<file path="config.mk">
export PLATFORM = sky130hd
export DESIGN_NAME = bird_ctrl
export DESIGN_NICKNAME = d
export VERILOG_FILES = /design/src/rtl/bird_ctrl.sv
export SDC_FILE = /design/constraint.sdc
export NUM_CORES = 1
export LEC_CHECK = 0
export BUFFER_PORTS_ARGS = -buffer_cell sky130_fd_sc_hd__buf_2
export CORE_MARGIN = 3
export CORE_UTILIZATION = 33
export DETAILED_ROUTE_END_ITERATION = 6
export PLACE_DENSITY = 0.49
export SLEW_MARGIN = 5
export SYNTH_ARGS = -nofsm -noshare
export SYNTH_HDL_FRONTEND = slang
export SYNTH_SLANG_ARGS = --single-unit
</file>
<file path="constraint.sdc">
create_clock -name clk -period 3.4 [get_ports clk]
set_input_delay 0.51 -clock clk [delete_from_list [all_inputs] [get_ports clk]]
set_output_delay 0.51 -clock clk [all_outputs]
set_load 0.005 [all_outputs]
</file>
<file path="src/rtl/bird_ctrl.sv">
// bird_ctrl: vertical-motion controller for the bird in a flappy-style game.
//
// Three-state machine (IDLE, FLY, DEAD). In FLY the bird drops one row every
// FALL_TICKS cycles, rises FLAP_ROWS rows on each flap, and dies on a pipe hit
// or on falling off row 0. All outputs except bird_onehot are registered.
//
// Ports:
//   clk          in   system clock, all state on posedge
//   reset        in   synchronous, active-high
//   flap         in   single-cycle press pulse
//   hit          in   pipe collision flag
//   bird_row     out  [2:0] bird row, 0 = bottom, 7 = top
//   bird_onehot  out  [7:0] one-hot decode of bird_row
//   playing      out  high while in FLY
//   dead         out  high while in DEAD
//
// Build option: define BIRD_CEIL_KILL_EN to make a flap in FLY that would pass
// row 7 kill the bird (row set to 7). Undefined, the row clamps at 7 and the
// bird keeps flying.

module bird_ctrl #(
    parameter int unsigned FALL_TICKS = 8,
    parameter int unsigned FLAP_ROWS  = 2,
    parameter int unsigned START_ROW  = 4
) (
    input  logic       clk,
    input  logic       reset,
    input  logic       flap,
    input  logic       hit,
    output logic [2:0] bird_row,
    output logic [7:0] bird_onehot,
    output logic       playing,
    output logic       dead
);

    typedef enum logic [1:0] {
        StIdle,
        StFly,
        StDead
    } state_e;

    localparam logic [23:0] FallLast  = 24'(FALL_TICKS - 1);
    localparam logic [3:0]  FlapRows  = 4'(FLAP_ROWS);
    localparam logic [2:0]  StartRow  = 3'(START_ROW);

    state_e      state_q, state_d;
    logic [2:0]  row_q, row_d;
    logic [23:0] cnt_q, cnt_d;
    logic        playing_q, dead_q;

    // Row sum kept at 4 bits so a flap near the top never wraps to a low row.
    logic [3:0]  row_up;
    logic        row_over;
    logic [2:0]  row_clamped;
    logic        fall_step;

    always_comb begin
        row_up      = {1'b0, row_q} + FlapRows;
        row_over    = (row_up > 4'd7);
        row_clamped = row_over ? 3'd7 : row_up[2:0];
        fall_step   = (cnt_q == FallLast);
    end

    always_comb begin
        state_d = state_q;
        row_d   = row_q;
        cnt_d   = cnt_q;
        unique case (state_q)
            StIdle: begin
                cnt_d = 24'd0;
                if (flap) begin
                    state_d = StFly;
                    row_d   = row_clamped;
                end
            end
            StFly: begin
                // Priority: hit, then flap, then fall step.
                if (hit) begin
                    state_d = StDead;
                end else if (flap) begin
                    cnt_d = 24'd0;
                    row_d = row_clamped;
`ifdef BIRD_CEIL_KILL_EN
                    if (row_over) begin
                        state_d = StDead;
                    end
`endif
                end else if (fall_step) begin
                    cnt_d = 24'd0;
                    if (row_q != 3'd0) begin
                        row_d = row_q - 3'd1;
                    end else begin
                        state_d = StDead;
                    end
                end else begin
                    cnt_d = cnt_q + 24'd1;
                end
            end
            StDead: begin
                // Frozen until reset.
            end
            default: begin
                state_d = StIdle;
            end
        endcase
    end

    always_ff @(posedge clk) begin
        if (reset) begin
            state_q   <= StIdle;
            row_q     <= StartRow;
            cnt_q     <= 24'd0;
            playing_q <= 1'b0;
            dead_q    <= 1'b0;
        end else begin
            state_q   <= state_d;
            row_q     <= row_d;
            cnt_q     <= cnt_d;
            playing_q <= (state_d == StFly);
            dead_q    <= (state_d == StDead);
        end
    end

    assign bird_row = row_q;
    assign playing  = playing_q;
    assign dead     = dead_q;

    always_comb begin
        bird_onehot = 8'd0;
        bird_onehot[row_q] = 1'b1;
    end

endmodule

</file>
# Word level (Yosys, flattened, before mapping)
# Index checks and enable logic that the tools add are counted.
# word_totals
register_bits	31
out_inout_bits	13
# classes
order_cmp	3
n_reduce_logical	6
eq_ne	9
muxes	19
n_addsub	3
# ops
op	n
$mux 24	3
$pmux 24 s2	1
$add 24x1->24 const B	1
$eq 24x3->1 const B	1
$mux 3	6
$mux 2	5
$ne 3x3->1 const B	2
$pmux 2 s3	1
$pmux 3 s2	1
$reduce_and 5->1	1
$add 3x2->4 const B	1
$eq 2x1->1 const B	2
$eq 2x2->1 const B	2
$gt 4x3->1 const B	1
$lt 3x4->1 const B	1
$ne 2x2->1 const B	2
$demux 1 s3	1
$ge 3x1->1 const B	1
$reduce_bool 3->1	1
$sub 3x1->3 const B	1
$logic_not 2->1	1
$reduce_and 2->1	1
$reduce_bool 2->1	1
$logic_and 1x1->1	1
$mux 1	1

# Depth between registers and ports, before layout
# Gate-level depths: netlist (run 1).
# depth
depth_word	7
ltp_mapped	7
ltp_nobuf	6

# Worst setup path before layout (run 1)
# Ideal clock, no wire load.
# synth_path
path_type	reg-to-reg
start	register cnt_q[0]
end	register row_q[0] (netlist: bird_row[0])
stages_incl_launch_ff	7
path_slack_ns	1.737
t_required_ns	3.268
t_arrival_ns	1.531
n_path_buf	0
path_cell_list	dfxtp_1 -> ha_1 -> nor4b_4 -> nand4_2 -> or2_4 -> o41ai_2 -> a21oi_1
# synth_between
elab_chain_len	3
# synth_lines
item	line_no	rtl
from (decl)	48	logic [23:0] cnt_q, cnt_d;
from (signal assigned)	118	cnt_q <= cnt_d;
$eq 24x3->1	61	fall_step = (cnt_q == FallLast);
$ne 3x3->1 (no line)	-	
$reduce_and 5->1 (no line)	-	
to (signal assigned)	111	row_q <= StartRow;
to (signal assigned)	117	row_q <= row_d;
to (decl)	47	logic [2:0] row_q, row_d;
# Every way passes these cells.
# A chain may end at the register's enable or synchronous reset.

# Worst setup path after layout (run 1)
# layout_path
start	register cnt_q[6]
end	register cnt_q[7]
# layout_between
elab_chain_len	5
elab_cells_between_ends	6
classes_between	add/sub (1); eq/ne (1); mux (4)
# layout_lines
item	line_no	rtl
$add 24x1->24 or $eq 24x3->1 (tied branches)	96, 61	
$mux 24 *	88	end else if (fall_step) begin
$mux 24 *	80	end else if (flap) begin
$mux 24 *	78	if (hit) begin
$pmux 24 s2 *	68	unique case (state_q)
# Every way passes the cells marked *; elsewhere a longest branch is shown, timed or not. The select of a mux whose other input is x is not followed.

==> results of run 1 <==
[registers in the layout, summed over array words and instances, names as in the netlist]
register	cells
cnt_q	24
state_q	2
dead	1
bird_row	3
playing	1
[worst min-delay path by stage]
stage	to	start	slack (ps)	cells after the start
detailed placement	cnt_q[1]$_SDFFE_PP0P_	cnt_q[1]$_SDFFE_PP0P_	480	2
CTS	cnt_q[1]$_SDFFE_PP0P_	cnt_q[1]$_SDFFE_PP0P_	490	2
global route	cnt_q[1]$_SDFFE_PP0P_	cnt_q[1]$_SDFFE_PP0P_	520	2
finish	cnt_q[1]$_SDFFE_PP0P_	cnt_q[1]$_SDFFE_PP0P_	490	2
floorplan	cnt_q[1]$_SDFFE_PP0P_	cnt_q[1]$_SDFFE_PP0P_	440	2
global placement	cnt_q[1]$_SDFFE_PP0P_	cnt_q[1]$_SDFFE_PP0P_	450	2
[power breakdown]
| group | switching (mW) | total (mW) | internal, mW |
|---|---|---|---|
| sequential | 0.00891 | 0.379 | 0.370 |
| combinational | 0.0411 | 0.0653 | 0.0242 |
| clock | 0.126 | 0.310 | 0.184 |
[layer usage]
metal | vias to the layer above | track usage (%) | wire length, um
met5 | - | 0 | 0
met4 | 0 | 5.24 | 31
met3 | 4 | 3.56 | 149
met2 | 22 | 19.1 | 1560
met1 | 651 | 16.7 | 1640
li1 | 697 | - | -
[placed cells by master (no fill, tap or decap), types with 2 or more instances in the layout]
cell type,instances
nand3_1,13
nor3_1,8
or3_1,2
a21o_1,2
nand4_1,8
inv_1,4
clkbuf_8,7
ha_1,3
nand2_1,14
and3_1,6
buf_2,16
and2_1,2
dfxtp_1,31
nor4_1,2
and4_2,2
xnor2_1,6
o21ai_0,4
a211oi_1,3
nor4_2,2
nor3b_1,2
a21oi_1,8
nor2_1,31
xor2_1,15
[kinds of logic after synthesis]
logic type / Yosys count / synth area share, %
xor gates and xnor gates: 21 / 11.4
and+or+nand+nor: 99 / 33.6
adders and majority gates: 3 / 2.33
buffers and inverters: 12 / 3.19
AOI/OAI and AO/OA: 23 / 11.0
DFF: 31 / 38.5
[worst max-delay path: cells and delay by family, from the launching register on]
family | cells | cell delay, ps
compound gates | 2 | 840
flops | 1 | 360
simple gates | 3 | 750
[stage by stage]
| step | power [mW] | instances |
|---|---|---|
| after global routing | 0.795 | 272 |
| after floorplan | 0.431 | 189 |
| after global placement | 0.452 | 264 |
| after CTS | 0.769 | 272 |
| after detailed placement | 0.452 | 264 |
| final | 0.755 | 272 |
[final cells by class]
type | count | share of cell area [%]
Clock buffer | 8 | 5.42
Inverter | 5 | 1.02
Multi-Input combinational cell | 146 | 50.8
Sequential cell | 31 | 33.6
Tap cell | 65 | 4.40
Timing Repair Buffer | 17 | 4.74
==> key figures, run 1 <==
Run status
  • Outcome: completed

Timing
  • Period Utilization, post-route: 61.8%
  • Worst slew pin tran: 672 ps
  • Slew HR: 55.2%
  • Hold Slack: 490 ps
  • Fmax: 476 MHz
  • Final hold viol count: 0
  • Worst Slack Setup Final: 1300 ps
  • # setup viols final: 0
  • Setup tns final: 0 ps
  • Final Critical Period: 2100 ps
  • Final Skew: 5.29 ps
  • RSZ-0062 raised after global routing: no
  • Slew Limit Fails: 0

Layout
  • Area growth syn-to-layout: 14.7%
  • Final core area utilization: 40.7%
  • Layout cell share with drive strength beyond 1: 17.4%
  • ANT cells: 0
  • Layout net count: 213
  • Final Instance Area: 1850 um^2
  • Multi-input logic area: 938 um^2
  • # fillers: 456
  • Register area: 621 um^2

Critical path
  • Critical setup path kind: reg2reg
  • Crit-path cells: nor4_2 -> nand4_2 -> o21ai_0 -> a21o_1 -> nor2_1
  • Critical Path Start: cnt_q[6]$_SDFFE_PP0P_
  • Worst r2r src: cnt_q[6]$_SDFFE_PP0P_
  • Flop2flop setup slack: 1300 ps
  • Worst Path Arrival: 2240 ps
  • Worst-path maximum fanout: 21
  • Reg-to-reg endpoint: cnt_q[7]$_SDFFE_PP0P_
  • R2r worst-path depth: 5
  • CP endpoint kind: flip-flop
  • Max stage delay on crit path: 590 ps
  • CP required: 3530 ps
  • Setup crit start kind: flip-flop
  • Slowest stage cell, crit path: a21o_1
  • Setup crit end: cnt_q[7]$_SDFFE_PP0P_

Detailed routing
  • DRC: 0
  • DR iter-0 viols: 92
  • DRT Pass-1 Iters: 4
  • Drt wl/cell: 12.4 um
  • ANT nets after route: 0
  • Via count: 1374
  • WL final: 3.38 mm
  • DR vias/cell: 5.05

Worst hold path
  • Hold WC Path Type: reg2reg

CTS
  • Worst-Skew Late Latency: 280 ps
  • TritonCTS clock tree: done
  • Number of H-tree levels: 2
  • Cts hold-fix bufs: 0
  • Clk slew on worst S/H paths: 60 ps
  • CTS root buf: clkbuf_8
  • Clk sinks: 31
  • Post-CTS Setup Bufs: 0
  • Post_cts resized: 0
  • CTS max path bufs: 2
  • TritonCTS buffer count: 5

Global routing
  • Largest net degree at the start of global routing: 22
  • Vias in the first global route: 1234
  • First-pass GRT wire length: 5.54 mm
  • Total track usage: 12.6%
  • Total grt overflow: 0
  • Initial antenna violation count: 0

Synth
  • EDFF count, synth: 0
  • Synth area leader: dfxtp_1
  • Top cell type's share of synthesized area: 38.5%
  • Fraction of registers with async set or reset after synthesis: 0%
  • Syn_area_per_cell: 8.52 um^2
  • Top FF cell, synth: dfxtp_1
  • FF+latch count, synth: 31
  • Synthesized area: 1610 um^2
  • Syn Inst Count: 189
  • Mapped Nets: 196
  • Top post-synthesis cells by count: dfxtp_1 (31), nor2_1 (31), xor2_1 (15), nand2_1 (14), nand3_1 (13)
  • Largest cells by area after synthesis: dfxtp_1 (39%), xor2_1 (8.2%), nor2_1 (7.2%), nand3_1 (4.0%), nand2_1 (3.3%)
  • Post-synthesis sequential area ratio: 38.5%
  • Count of unique library cells instantiated by Yosys: 37
  • Ys Warns: 0

Floorplanning
  • Die Height: 75.9 um
  • Io pins: 17
  • Die footprint: 5750 um^2
  • Initial Util: 35.5%
  • FP Rows: 24
  • Chip Width: 75.9 um
  • Core Area: 4530 um^2

Placement
  • DP Worst Slack: 1290 ps
  • DP Area: 1750 um^2
  • Port bufs: 16
  • Hpwl dp: 2.44 mm
  • Placer Congestion: 0.783

Pwr
  • Peak supply drop: 0.000200 V
  • Power Density: 409 nW/um^2
  • Leakage: 0.661 nW

Run
  • MaxCap Viol Count: 0
Power figures use the tool's default switching activity.
==> inputs of run 2 (changes only) <==
--- a/config.mk
+++ b/config.mk
@@ -9,7 +9,7 @@
 export CORE_MARGIN = 3
 export CORE_UTILIZATION = 33
 export DETAILED_ROUTE_END_ITERATION = 6
-export PLACE_DENSITY = 0.49
+export PLACE_DENSITY = 0.51
 export SLEW_MARGIN = 5
 export SYNTH_ARGS = -nofsm -noshare
 export SYNTH_HDL_FRONTEND = slang
==> constraint.sdc (replaced) <==
create_clock -name clk -period 1.8 [get_ports clk]
set_input_delay 0.27 -clock clk [delete_from_list [all_inputs] [get_ports clk]]
set_output_delay 0.27 -clock clk [all_outputs]
set_load 0.005 [all_outputs]
==> key figures, run 2 (synthesized netlist as in run 1, its figures left out) <==
Critical path
  • Worst-path maximum fanout: 4 (was 21)
  • Crit-path cells: ha_4 -> nor4b_4 -> nand4_4 -> o41ai_4 -> a311oi_2 -> a21oi_1 (was nor4_2 -> nand4_2 -> o21ai_0 -> a21o_1 -> nor2_1)
  • Critical path's top delay family: compound AO/OA/AOI/OAI gates (unchanged)
  • Critical setup path kind: reg2reg (unchanged)
  • Critical Path Start: cnt_q[1]$_SDFFE_PP0P_ (was cnt_q[6]$_SDFFE_PP0P_)
  • Worst Path Arrival: 1990 ps (was 2240 ps)
  • Bufs and invs on worst path: 0 (unchanged)
  • CP endpoint kind: flip-flop (unchanged)
  • Max stage delay on crit path: 490 ps (was 590 ps)
  • Setup crit end: bird_row[2]$_SDFFE_PP1P_ (was cnt_q[7]$_SDFFE_PP0P_)
  • Reg-to-reg endpoint: bird_row[2]$_SDFFE_PP1P_ (was cnt_q[7]$_SDFFE_PP0P_)
  • Flop2flop setup slack: 10 ps (was 1300 ps)
  • Number of cells on the critical path: 6 (was 5)
  • Worst r2r src: cnt_q[1]$_SDFFE_PP0P_ (was cnt_q[6]$_SDFFE_PP0P_)
  • Slowest stage cell, crit path: o41ai_4 (was a21o_1)
  • R2r worst-path depth: 6 (was 5)
  • Setup crit start kind: flip-flop (unchanged)
  • CP required: 2000 ps (was 3530 ps)

Run status
  • Outcome: completed (unchanged)

Detailed routing
  • Drt wl/cell: 12.9 um (was 12.4 um)
  • WL final: 3.65 mm (was 3.38 mm)
  • DRT Pass-1 Iters: 4 (unchanged)
  • DR iter-0 viols: 61 (was 92)
  • ANT nets after route: 0 (unchanged)
  • DRC: 0 (unchanged)
  • Via count: 1415 (was 1374)
  • DR vias/cell: 5.02 (was 5.05)

Layout
  • ANT cells: 0 (unchanged)
  • Area growth syn-to-layout: 22.6% (was 14.7%)
  • Layout net count: 225 (was 213)
  • Commonest non-fill, non-tap cells in the layout: nor2_1 (31), dfxtp_1 (29), buf_2 (16) (was nor2_1 (31), dfxtp_1 (31), buf_2 (16))
  • Non-filler cells, final: 282 (was 272)
  • Commonest non-fill, non-tap cell in the layout: nor2_1
  • Largest register FFs: 24 (unchanged)
  • Layout cell share with drive strength beyond 1: 24.0% (was 17.4%)
  • Largest reg by FF count: cnt_q (unchanged)

Timing
  • RSZ-0062 raised after global routing: yes (was no)
  • # setup viols final: 0 (unchanged)
  • Hold Slack: 318 ps (was 490 ps)
  • Period Utilization, post-route: 99.2% (was 61.8%)
  • Final hold viol count: 0 (unchanged)
  • Slew Limit Fails: 0 (unchanged)
  • Final Critical Period: 1790 ps (was 2100 ps)
  • Worst slew pin tran: 412 ps (was 672 ps)
  • Fmax: 560 MHz (was 476 MHz)
  • Final Skew: 3.57 ps (was 5.29 ps)
  • Slew HR: 72.5% (was 55.2%)

Pwr
  • Power Density: 685 nW/um^2 (was 409 nW/um^2)
  • Leakage: 0.723 nW (was 0.661 nW)
  • Peak supply drop: 0.000330 V (was 0.000200 V)

Floorplanning
  • Die footprint: 5750 um^2 (unchanged)
  • Initial Util: 35.5% (unchanged)
  • Die Height: 75.9 um (unchanged)
  • FP Rows: 24 (unchanged)
  • Chip Width: 75.9 um (unchanged)
  • Io pins: 17 (unchanged)
  • Core Area: 4530 um^2 (unchanged)

Worst hold path
  • Hold WC Path Type: in2reg (was reg2reg)
  • Hold path startpoint: reset (was cnt_q[1]$_SDFFE_PP0P_)

CTS
  • CTS root buf: clkbuf_8 (unchanged)
  • CTS max path bufs: 2 (unchanged)
  • Worst-Skew Late Latency: 270 ps (was 280 ps)
  • Number of H-tree levels: 2 (unchanged)
  • Clk slew on worst S/H paths: 60 ps (about the same)
  • TritonCTS buffer count: 5 (unchanged)
  • TritonCTS clock tree: done (unchanged)
  • Clk sinks: 31 (unchanged)

Placement
  • Port bufs: 16 (unchanged)
  • Placer Congestion: 0.813 (was 0.783)
  • Placed cells: 276 (was 264)
  • Hpwl dp: 2.67 mm (was 2.44 mm)

Global routing
  • Vias in the first global route: 1356 (was 1234)
  • First-pass GRT wire length: 6.23 mm (was 5.54 mm)
  • Total grt overflow: 0 (unchanged)
  • Total track usage: 14.2% (was 12.6%)
  • Initial antenna violation count: 0 (unchanged)
  • Largest net degree at the start of global routing: 22 (unchanged)

Run
  • MaxCap Viol Count: 0 (unchanged)
-- run 2: cell types whose count changed in the layout (fill, tap and decap cells not counted), moves of 2 or more --
cell	change
buf_4	+11
clkbuf_8	-2
dfxtp_1	-2
dfxtp_4	+2
-- run 2: report_power, final --
group / internal, mW / switching [mW] / leakage [nW]
clock network: 0.257 / 0.225 / 0.0371
logic: 0.0681 / 0.0906 / 0.434
registers: 0.697 / 0.0145 / 0.252
total: 1.02 / 0.330 / 0.723
-- run 2: stage by stage --
stage          power [mW]  setup WS, ps  cell area [um^2]  setup TNS [ps]  util, %
6_report             1.35          13.7              1970               0     43.5
3_3_place_gp        0.878          61.7              1850               0     40.8
2_1_floorplan       0.814           137              1610               0        -
3_5_place_dp        0.883         -16.1              1850           -16.1     40.8
5_1_grt              1.43         -98.1              1970            -347     43.5
4_1_cts              1.38          38.4              1930               0     42.5
-- run 2: per-layer routing --
| layer | vias to the layer above | track usage, % | wire (um) |
|---|---|---|---|
| li1 | 718 | - | - |
| met1 | 670 | 17.9 | 1740 |
| met2 | 22 | 23.2 | 1740 |
| met3 | 5 | 3.56 | 126 |
| met4 | 0 | 5.24 | 37 |
| met5 | - | 0 | 0 |
-- run 2: final cells by class --
class,count,area (um^2)
clock buffers,6,72.6
multi-input cells,146,983
fillers,461,2560
inverters,5,18.8
well taps,65,81.3
flip-flops and latches,31,628
repair buffers,29,190
-- run 2: how the worst min path moves through the flow --
stage	endpoint	slack, ps	cells after the start
after floorplan	cnt_q[1]$_SDFFE_PP0P_	440	2
after CTS	cnt_q[0]$_SDFFE_PP0P_	300	2
after global routing	bird_row[0]$_SDFFE_PP0P_	320	2
final	bird_row[0]$_SDFFE_PP0P_	320	2
after global placement	cnt_q[0]$_SDFFE_PP0P_	460	2
after detailed placement	cnt_q[1]$_SDFFE_PP0P_	490	2
-- run 2: what timing repair did --
item                                    4_1_cts  5_1_grt
buffers inserted                              0        0
endpoints found under the setup margin        1       25
gates resized for setup                       3        8
hold buffers                                  0        0
pin swaps                                     3        8
==> inputs of run 3 (changes only) <==
--- a/config.mk
+++ b/config.mk
@@ -6,8 +6,8 @@
 export NUM_CORES = 1
 export LEC_CHECK = 0
 export BUFFER_PORTS_ARGS = -buffer_cell sky130_fd_sc_hd__buf_2
-export CORE_MARGIN = 3
 export CORE_UTILIZATION = 33
+export CTS_CLUSTER_SIZE = 10
 export DETAILED_ROUTE_END_ITERATION = 6
 export PLACE_DENSITY = 0.51
 export SLEW_MARGIN = 5
==> key figures, run 3 (synthesized netlist as in run 1, its figures left out) <==
Timing
  • Period Utilization, post-route: 96.9% (was 99.2%)
  • RSZ-0062 raised after global routing: yes (unchanged)
  • Worst Slack Setup Final: 56.2 ps (was 13.7 ps)
  • # setup viols final: 0 (unchanged)
  • Final Skew: 6.03 ps (was 3.57 ps)
  • Final Critical Period: 1740 ps (was 1790 ps)
  • Slew Limit Fails: 0 (unchanged)
  • Setup tns final: 0 ps (unchanged)
  • Fmax: 573 MHz (was 560 MHz)
  • Slew HR: 77.6% (was 72.5%)
  • Worst slew pin tran: 335 ps (was 412 ps)
  • Final hold viol count: 0 (unchanged)

Detailed routing
  • DR vias/cell: 4.77 (was 5.02)
  • WL final: 3.61 mm (was 3.65 mm)
  • Routed wl met2: 1.66 mm (was 1.74 mm)
  • Met3 WL: 127 um (was 126 um)
  • DRT Pass-1 Iters: 6 (was 4)
  • Via count: 1388 (was 1415)
  • Max Used Layer: met4 (unchanged)
  • DR iter-0 viols: 108 (was 61)
  • Drt wl/cell: 12.4 um (was 12.9 um)
  • Met1 wire length: 1.80 mm (was 1.74 mm)
  • DRC: 2 (was 0)
  • ANT nets after route: 0 (unchanged)

Layout
  • Layout cell share with drive strength beyond 1: 25.4% (was 24.0%)
  • Non-filler cells, final: 291 (was 282)
  • ANT cells: 0 (unchanged)
  • Commonest non-fill, non-tap cells in the layout: nor2_1 (31), dfxtp_1 (29), buf_4 (17) (was nor2_1 (31), dfxtp_1 (29), buf_2 (16))
  • Final Instance Area: 2010 um^2 (was 1970 um^2)
  • Commonest non-fill, non-tap cell in the layout: nor2_1 (unchanged)
  • Largest reg by FF count: cnt_q (unchanged)
  • Layout net count: 230 (was 225)
  • Final core area utilization: 42.5% (was 43.5%)
  • Area growth syn-to-layout: 24.6% (was 22.6%)
  • Largest register FFs: 24 (unchanged)

Floorplanning
  • Io pins: 17 (unchanged)
  • Die Height: 71.9 um (was 75.9 um)
  • Core Area: 4720 um^2 (was 4530 um^2)
  • FP Rows: 25 (was 24)
  • Chip Width: 71.9 um (was 75.9 um)
  • Die footprint: 5160 um^2 (was 5750 um^2)
  • Initial Util: 34.1% (was 35.5%)

Critical path
  • Worst-path maximum fanout: 4 (unchanged)
  • Flop2flop setup slack: 60 ps (was 10 ps)
  • Setup crit start kind: flip-flop (unchanged)
  • CP endpoint kind: flip-flop (unchanged)
  • Reg-to-reg endpoint: bird_row[2]$_SDFFE_PP1P_ (unchanged)
  • R2r worst-path depth: 6 (unchanged)
  • Worst r2r src: cnt_q[1]$_SDFFE_PP0P_ (unchanged)
  • Critical setup path kind: reg2reg (unchanged)
  • Worst Path Arrival: 1950 ps (was 1990 ps)
  • CP required: 2010 ps (was 2000 ps)

Pwr
  • Peak supply drop: 0.000300 V (was 0.000330 V)
  • Power Density: 697 nW/um^2 (was 685 nW/um^2)
  • Leakage: 0.782 nW (was 0.723 nW)

Worst hold path
  • Hold EP: cnt_q[0]$_SDFFE_PP0P_ (was bird_row[0]$_SDFFE_PP0P_)
  • Hold path startpoint: reset (unchanged)
  • Worst Hold Depth: 2 (unchanged)
  • Hold WC Path Type: in2reg (unchanged)

CTS
  • Clk slew on worst S/H paths: 70 ps (was 60 ps)
  • TritonCTS clock tree: done (unchanged)
  • TritonCTS buffer count: 5 (unchanged)
  • Number of H-tree levels: 2 (unchanged)
  • Post-CTS Setup Bufs: 0 (unchanged)
  • CTS root buf: clkbuf_8 (unchanged)
  • Worst-Skew Late Latency: 280 ps (was 270 ps)
  • Clk sinks: 31 (unchanged)
  • CTS max path bufs: 2 (unchanged)

Global routing
  • Largest net degree at the start of global routing: 19 (was 22)
  • Vias in the first global route: 1305 (was 1356)
  • Total track usage: 15.6% (was 14.2%)
  • First-pass GRT wire length: 6.09 mm (was 6.23 mm)
  • Initial antenna violation count: 0 (unchanged)
  • Total grt overflow: 0 (unchanged)

Placement
  • Hpwl dp: 2.57 mm (was 2.67 mm)
  • Port bufs: 16 (unchanged)
  • DP Area: 1890 um^2 (was 1850 um^2)
  • DP Worst Slack: 73.0 ps (was -16.1 ps)
  • Placer Congestion: 0.733 (was 0.813)
  • Placed cells: 283 (was 276)

Run status
  • Failing checks: design-rule violations
  • Outcome: complete, but fails checks (was completed)

Run
  • MaxCap Viol Count: 0 (unchanged)
==> run 3: what timing repair did <==
action,CTS,global route
setup endpoints to repair,0,25
hold buffers,0,0
gates resized for setup,0,8
hold endpoints to repair,0,0
==> run 3: how the worst max path moves through the flow <==
stage / startpoint / slack (ps) / endpoint
global route: cnt_q[1]$_SDFFE_PP0P_ / -80 / bird_row[2]$_SDFFE_PP1P_
floorplan: cnt_q[0]$_SDFFE_PP0P_ / 140 / bird_row[0]$_SDFFE_PP0P_
detailed placement: cnt_q[0]$_SDFFE_PP0P_ / 70 / bird_row[2]$_SDFFE_PP1P_
CTS: cnt_q[0]$_SDFFE_PP0P_ / 40 / bird_row[0]$_SDFFE_PP0P_
finish: cnt_q[1]$_SDFFE_PP0P_ / 60 / bird_row[2]$_SDFFE_PP1P_
global placement: cnt_q[0]$_SDFFE_PP0P_ / 110 / bird_row[0]$_SDFFE_PP0P_
==> run 3: layer usage <==
metal | vias up | global-route usage [%]
li1 | 734 | -
met1 | 631 | 20.2
met2 | 20 | 24.2
met3 | 3 | 4.78
met4 | 0 | 6.54
met5 | - | 0
==> run 3: cell type report <==
cell class | count | area (um^2)
clock buffers | 7 | 76.3
clock inverters | 1 | 5.00
fillers | 506 | 2720
inverters | 5 | 18.8
multi-input cells | 146 | 968
flip-flops and latches | 31 | 626
well taps | 67 | 83.8
repair buffers | 34 | 228
==> run 3: critical path, stage by stage, from the launching register on <==
cell	delay [ps]
dfxtp_2	360
ha_4	140
nor4b_4	190
nand4_2	200
o41ai_4	470
a311oi_1	140
a21oi_1	160
==> run 3: metrics by stage <==
| step | total power, mW | hold WS, ps |
|---|---|---|
| CTS | 1.41 | 301 |
| detailed placement | 0.882 | 472 |
| global route | 1.47 | 293 |
| floorplan | 0.814 | 444 |
| finish | 1.40 | 298 |
| global placement | 0.885 | 467 |
==> run 3: where the power goes <==
| part | leakage, nW | total, mW | internal (mW) | switching, mW |
|---|---|---|---|---|
| Sequential | 0.252 | 0.712 | 0.698 | 0.0139 |
| Combinational | 0.487 | 0.156 | 0.0698 | 0.0862 |
| Clock | 0.0422 | 0.530 | 0.271 | 0.259 |
